--- config.mk ---
export PLATFORM = sky130hd
export DESIGN_NAME = fetch_unit
export DESIGN_NICKNAME = d
export VERILOG_FILES = /design/src/rtl/fetch_unit.sv
export SDC_FILE = /design/constraint.sdc
export NUM_CORES = 1
export LEC_CHECK = 0
export BUFFER_PORTS_ARGS = -buffer_cell sky130_fd_sc_hd__buf_2
export CAP_MARGIN = 20
export CORE_ASPECT_RATIO = 1.75
export CORE_MARGIN = 1.5
export CORE_UTILIZATION = 57
export CTS_CLUSTER_SIZE = 12
export DETAILED_ROUTE_END_ITERATION = 10
export GPL_TIMING_DRIVEN = 0
export PLACE_DENSITY_LB_ADDON = 0.12
export SLEW_MARGIN = 30
export SYNTH_ARGS = -nofsm -noshare
export SYNTH_HDL_FRONTEND = slang
export SYNTH_SLANG_ARGS = --single-unit
--- constraint.sdc ---
create_clock -name clk -period 4.3 [get_ports clk]
set_clock_uncertainty 0.05 [all_clocks]
set_input_delay 0.86 -clock clk [delete_from_list [all_inputs] [get_ports clk]]
set_output_delay 0.86 -clock clk [all_outputs]
set_load 0.005 [all_outputs]
--- src/rtl/fetch_unit.sv ---
// Instruction fetch stage: sequential word reads into a small {pc, word} FIFO, with redirect flush.
// Optional misaligned-redirect trap enabled by defining FETCH_MISALIGN_TRAP_EN.
module fetch_unit #(
  parameter int          DEPTH    = 4,
  parameter logic [31:0] RESET_PC = 32'h0000_0000
) (
  input  logic        clk,
  input  logic        nrst,
  input  logic        redirect,
  input  logic [31:0] redirect_pc,
  output logic        imem_req,
  output logic [31:0] imem_addr,
  input  logic        imem_ack,
  input  logic [31:0] imem_rdata,
  output logic        instr_valid,
  output logic [31:0] instruction,
  output logic [31:0] instr_pc,
  input  logic        instr_take,
  output logic        fetch_err
);

  localparam int PTR_W = $clog2(DEPTH);
  localparam int CNT_W = $clog2(DEPTH + 1);
  localparam logic [CNT_W-1:0] DEPTH_C = CNT_W'(DEPTH);

`ifdef FETCH_MISALIGN_TRAP_EN
  typedef enum logic [1:0] {S_FETCH, S_WAIT, S_DRAIN, S_ERROR} state_t;
`else
  typedef enum logic [1:0] {S_FETCH, S_WAIT, S_DRAIN} state_t;
`endif

  state_t             state_q, state_d;
  logic [31:0]        fetch_pc_q, fetch_pc_d;
  logic [CNT_W-1:0]   count_q, count_d;
  logic [PTR_W-1:0]   wr_ptr_q, wr_ptr_d;
  logic [PTR_W-1:0]   rd_ptr_q, rd_ptr_d;
  logic [31:0]        fifo_pc_q   [DEPTH];
  logic [31:0]        fifo_word_q [DEPTH];

  logic        push, pop, head_valid, can_req, misalign;
  logic [31:0] redir_pc;

`ifdef FETCH_MISALIGN_TRAP_EN
  logic err_pend_q, err_pend_d;
  assign redir_pc  = redirect_pc;
  assign misalign  = |redirect_pc[1:0];
  assign fetch_err = (state_q == S_ERROR);
  assign head_valid = (count_q != '0) && (state_q != S_ERROR);
`else
  assign redir_pc  = redirect_pc & 32'hFFFF_FFFC;
  assign misalign  = 1'b0;
  assign fetch_err = 1'b0;
  assign head_valid = (count_q != '0);
`endif

  assign can_req     = nrst && !redirect && (state_q == S_FETCH) && (count_q < DEPTH_C);
  assign imem_req    = can_req;
  assign imem_addr   = fetch_pc_q;
  assign instr_valid = head_valid;
  assign instruction = head_valid ? fifo_word_q[rd_ptr_q] : 32'h0;
  assign instr_pc    = head_valid ? fifo_pc_q[rd_ptr_q]   : 32'h0;

  always_comb begin
    state_d    = state_q;
    fetch_pc_d = fetch_pc_q;
    count_d    = count_q;
    wr_ptr_d   = wr_ptr_q;
    rd_ptr_d   = rd_ptr_q;
    push       = 1'b0;
    pop        = 1'b0;
`ifdef FETCH_MISALIGN_TRAP_EN
    err_pend_d = err_pend_q;
`endif
    if (redirect) begin
      // Flush wins over everything; an in-flight request is drained unless it lands now.
      count_d    = '0;
      wr_ptr_d   = '0;
      rd_ptr_d   = '0;
      fetch_pc_d = redir_pc;
      if ((state_q == S_WAIT || state_q == S_DRAIN) && !imem_ack)
        state_d = S_DRAIN;
      else
        state_d = S_FETCH;
`ifdef FETCH_MISALIGN_TRAP_EN
      err_pend_d = misalign;
      if (misalign && state_d == S_FETCH)
        state_d = S_ERROR;
`endif
    end else begin
      pop = instr_take && head_valid;
      case (state_q)
        S_FETCH: if (can_req) state_d = S_WAIT;
        S_WAIT: begin
          if (imem_ack) begin
            push       = 1'b1;
            fetch_pc_d = fetch_pc_q + 32'd4;
            state_d    = S_FETCH;
          end
        end
        S_DRAIN: begin
          if (imem_ack) begin
`ifdef FETCH_MISALIGN_TRAP_EN
            state_d = err_pend_q ? S_ERROR : S_FETCH;
`else
            state_d = S_FETCH;
`endif
          end
        end
        default: state_d = state_q;
      endcase
      if (push) wr_ptr_d = wr_ptr_q + 1'b1;
      if (pop)  rd_ptr_d = rd_ptr_q + 1'b1;
      if (push && !pop)      count_d = count_q + 1'b1;
      else if (pop && !push) count_d = count_q - 1'b1;
    end
  end

  always_ff @(posedge clk) begin
    if (!nrst) begin
      state_q    <= S_FETCH;
      fetch_pc_q <= RESET_PC;
      count_q    <= '0;
      wr_ptr_q   <= '0;
      rd_ptr_q   <= '0;
    end else begin
      state_q    <= state_d;
      fetch_pc_q <= fetch_pc_d;
      count_q    <= count_d;
      wr_ptr_q   <= wr_ptr_d;
      rd_ptr_q   <= rd_ptr_d;
    end
  end

`ifdef FETCH_MISALIGN_TRAP_EN
  always_ff @(posedge clk) begin
    if (!nrst) err_pend_q <= 1'b0;
    else       err_pend_q <= err_pend_d;
  end
`endif

  // Storage carries no reset; validity is tracked solely by count_q.
  always_ff @(posedge clk) begin
    if (push) begin
      fifo_pc_q[wr_ptr_q]   <= fetch_pc_q;
      fifo_word_q[wr_ptr_q] <= imem_rdata;
    end
  end

endmodule
Word-level counts from Yosys, hierarchy flattened

Memory sizes are Yosys's and may differ from the RTL's. A register that Yosys moved wholly into a read port is not among the register bits.
Index checks and enable logic that the tools add are counted.
Widths: inputs -> output; s select.

Add/sub/neg operators: 5
Magnitude comparators: 1
Equality and inequality tests: 4
Multiplexer cells: 22
Bitwise operators: 1
Reduce and logical (&&, ||, !) cells: 23

Operators by type and width:

| cell                  | number |
|---|---|
| $mux 32               | 5 |
| $add 32x3->32 const B | 1 |
| $mux 2                | 8 |
| $logic_and 1x1->1     | 7 |
| $mux 1                | 6 |
| $mux 3                | 2 |
| $reduce_bool 2->1     | 3 |
| $reduce_bool 3->1     | 2 |
| $add 2x1->2 const B   | 2 |
| $logic_not 1->1       | 4 |
| $pmux 2 s2            | 1 |
| $reduce_and 2->1      | 2 |
| $reduce_or 2->1       | 2 |
| $add 3x1->3 const B   | 1 |
| $lt 3x3->1 const B    | 1 |
| $ne 3x1->1 const B    | 1 |
| $ne 3x3->1 const B    | 1 |
| $reduce_and 3->1      | 1 |
| $sub 3x1->3 const B   | 1 |
| $eq 2x1->1 const B    | 1 |
| $eq 2x2->1 const B    | 1 |
| $logic_not 2->1       | 1 |
| $logic_or 1x1->1      | 1 |
| $not 1->1             | 1 |

Register bits: 41
Memory bits (writable): 256
Input bits: 69
Output and inout bits: 99
Memories kept: 2

Memory list:

| memory      | words | bits a word | read ports | clocked after Yosys merged registers in | wr ports | line | source |
|---|---|---|---|---|---|---|---|
| fifo_pc_q   | 4     | 32          | 1          | 1                                       | 1        | 37   | `logic [31:0] fifo_pc_q [DEPTH];` |
| fifo_word_q | 4     | 32          | 1          | 1                                       | 1        | 38   | `logic [31:0] fifo_word_q [DEPTH];` |

Longest topological paths before layout

Word-level depth: 7
Gate-level depth with buffers: 11
Gate-level depth less buffers: 10

Worst setup path before layout

No wires, ideal clock.

Kind: in2reg
Start: in redirect
End: mem fifo_pc_q[1][10] (enable)
Arrival: 3.267 ns
Data required time: 3.823 ns
Path slack: 0.556 ns
Cell stages on the path: 5
Buffers on the path: 3
Cells stage by stage: clkbuf_1 > inv_1 > clkbuf_1 > clkbuf_1 > and3_1

Longest elaborated chain between the ends: 3

Ends and longest elaborated chain:

| item                         | line | source |
|---|---|---|
| from (decl)                  | 9    | `input logic redirect,` |
| $mux 1                       | 74   | `if (redirect) begin` |
| $mux 1                       | 143  | `if (push) begin` |
| $mux 1 (not written as such) | 144  | `fifo_pc_q[wr_ptr_q] <= fetch_pc_q;` |
| to (decl)                    | 37   |  |

Every way passes these cells.

==> metrics.yaml <==
outcome:
  status: "complete, no violations"
logic_synthesis:
  ys_ff_latch: 289
  netlist.area_leader.share: 0.643
  syn_area_per_cell_sq_um: 17.4
  synth_cell_types: 36
  syn_inst: 664
  synth_warnings: 0
  post-synth-top-area-cell: "edfxtp_1"
  synth_seq_area_share: 0.714
  syn_area_sq_mm: 0.0116
  ys_top_cells_by_area: "edfxtp_1 64%, mux4_2 12%, dfxtp_1 7.1%"
power:
  peakVddDrop_uv: 377
  p_leak_nw: 4.90
  p_per_area_mw_per_mm2: 417
placement:
  globalplace.congestion: 0.869
  dp_cells: 1076
  placed_cell_area_sq_mm: 0.0128
  hpwl_mm: 15.5
  portBuffers: 159
floorplan:
  die_width_um: 111
  die_h_um: 192
  boundaryPins: 168
  core_sq_mm: 0.0198
  design.die.area_sq_mm: 0.0212
  initial_core_util: 0.584
  row_count: 68
critical_path:
  r2r_setup_slack_ps: 1550
  cp_top_family: "buffers and inverters"
  crit_chain: "clkbuf_1 -> buf_2 -> mux4_2 -> and2_1 -> buf_2"
  crit_path_end_kind: "output pin"
  cp_num_buf_inv: 3
  rr_endpoint: "count_q[2]$_SDFFE_PP0P_"
  crit_fanout: 10
  start_kind: "flop"
  max_stage_delay_ps: 590
  cpMaxStageDelayCell: "mux4_2"
  arrival_ps: 2560
  cpMostUsedCell: "buf_2"
  critPathRequiredTime_ps: 3390
  crit_type: "reg -> out"
  reg2regPathDepth: 9
  timing.rr.start: "count_q[1]$_SDFFE_PP0P_"
cells_and_area:
  final-instance-count-excl-fill: 1128
  diodes: 0
  drive_gt1_frac: 0.315
  layout_common_cells: "248 x edfxtp_1, 166 x buf_2, 64 x and2_1"
  syn_to_final_growth_pct: 17.6
  final_common_cell: "edfxtp_1"
  nets: 939
  design_area_sq_mm: 0.0136
global_route:
  overflow: 0
  grt_pass1_vias: 6837
  gr-usage-all-layers: 0.219
  grt_pass1_wl_mm: 36.0
  antenna_found_initial: 1
  grt_max_degree: 42
timing:
  holdWs_ps: 455
  max-slew-margin-rel: 0.533
  finalSetupViolations: 0
  finalCritPeriodShare: 0.806
  maxSlewViolCount: 0
  rsz0062_at_grt: "no"
  period_minus_slack_ps: 3470
  worst_pin_slew_ps: 701
  fmax_ghz: 0.288
  hold_viol_final: 0
clocking:
  postCtsSetupBuffers: 0
  cts_made_buffers: 28
  ctsLongestPathBuffers: 3
  clock_latency_ps: 520
  htree_levels: 1
  clock-root-buffer: "clkbuf_16"
  cts_resized: 0
  cts.clk_slew.worst_paths_ps: 60
  cts_sinks: 289
  cts_tree: "built"
  cts_hold_buf: 0
detailed_routing:
  dr_total_vias: 6433
  antenna_left: 0
  first_pass_iters: 5
  vias_per_cell: 5.70
  drc: 0
  drt-initial-drc-count: 394
  wl_per_cell_um: 20.5
  wirelength_mm: 23.1
min_path:
  min_from: "wr_ptr_q[1]$_SDFFE_PP0P_"
  hold_path_depth: 2
  hold_end: "wr_ptr_q[1]$_SDFFE_PP0P_"
  hold_path.class: "reg -> reg"
flow_run:
  drv_cap: 0
## power by group
group	switching (mW)	total, mW	internal, mW	leakage [nW]
Sequential	0.0539	3.13	3.08	2.59
Clock	0.952	2.21	1.26	0.389
Combinational	0.174	0.328	0.154	1.92
Total	1.18	5.68	4.50	4.90
## flip-flops by register name (all words and copies together), names as in the netlist, named ones only
| signal | flops |
|---|---|
| fifo_word_q | 128 |
| fifo_pc_q | 120 |
| imem_addr | 30 |
| count_q | 3 |
| rd_ptr_q | 2 |
| state_q | 2 |
| wr_ptr_q | 2 |
## logic make-up (layout without fill, tap and decap cells)
logic type | after synthesis | after routing | share of synthesized area
DFF | 289 | 289 | 0.714
and+or+nand+nor | 167 | 167 | 0.0857
muxes | 66 | 66 | 0.124
AOI/OAI and AO/OA | 52 | 52 | 0.0239
buffers and inverters | 48 | 263 | 0.0179
xor gates and xnor gates | 32 | 32 | 0.0242
adders and majority gates | 9 | 9 | 0.0104
other | 1 | 5 | 0.000324
## metrics by stage
stage	utilization	setup TNS, ps	power (mW)	worst slack (ps)
6_report	0.687	0	5.68	832
5_1_grt	0.687	0	5.86	654
4_1_cts	0.687	0	5.71	737
3_5_place_dp	0.646	0	3.53	745
3_3_place_gp	0.641	-222250	3.51	-915
2_1_floorplan	-	0	3.35	556
## tightest hold or removal path, delay by kind of cell, from the launching register on
family	cells	cell delay, ps
DFF	1	340
and+or+nand+nor	1	60
AOI/OAI and AO/OA	1	50
## routing by layer
metal / vias up / GRT usage / share of wire
met5: - / 0 / 0.00052
met4: 2 / 0.0685 / 0.025
met3: 46 / 0.0265 / 0.046
met2: 216 / 0.421 / 0.55
met1: 3213 / 0.253 / 0.38
li1: 2956 / - / -
## worst max path at each step
stage                         from                            to  slack, ps  cells past startpoint
final                         flop                  instr_pc[27]        830                      5
after global routing          flop                   instr_pc[7]        650                      5
after CTS                     flop                   instr_pc[7]        740                      5
after detailed placement  redirect  fifo_word_q[0][26]$_DFFE_PP_        740                      6
after global placement    redirect  fifo_word_q[0][21]$_DFFE_PP_       -920                      5
after floorplan           redirect    fifo_pc_q[1][10]$_DFFE_PP_        560                      5
## cell usage after synthesis
master,count
dfxtp_1,41
buf_4,5
xor2_1,25
nand2_1,25
nand3_1,12
and2_1,64
o32ai_1,1
ha_1,8
nor2b_1,1
nand2_2,1
edfxtp_1,248
nor4_4,4
nand3_2,1
a211oi_1,2
o21ai_0,18
fa_1,1
and4_1,2
a21oi_1,27
nand4_1,14
clkbuf_1,26
nor2_1,22
or3_1,3
a31oi_1,2
inv_1,10
o21ai_1,1
nor3_1,2
buf_2,7
mux2i_1,4
conb_1,1
nor4_1,2
o211a_1,1
mux4_2,62
and3_1,10
xnor2_1,7
nand2b_1,3
nand4_4,1
## final cells by class
cell class	count	area, sq um
Sequential cell	289	8270
Fill cell	1384	6200
Multi-Input combinational cell	331	3150
Timing Repair Buffer	163	876
Clock buffer	51	808
Tap cell	245	307
Buffer	38	170
Inverter	10	37.5
Clock inverter	1	11.3
Power figures use the tool's default switching activity.
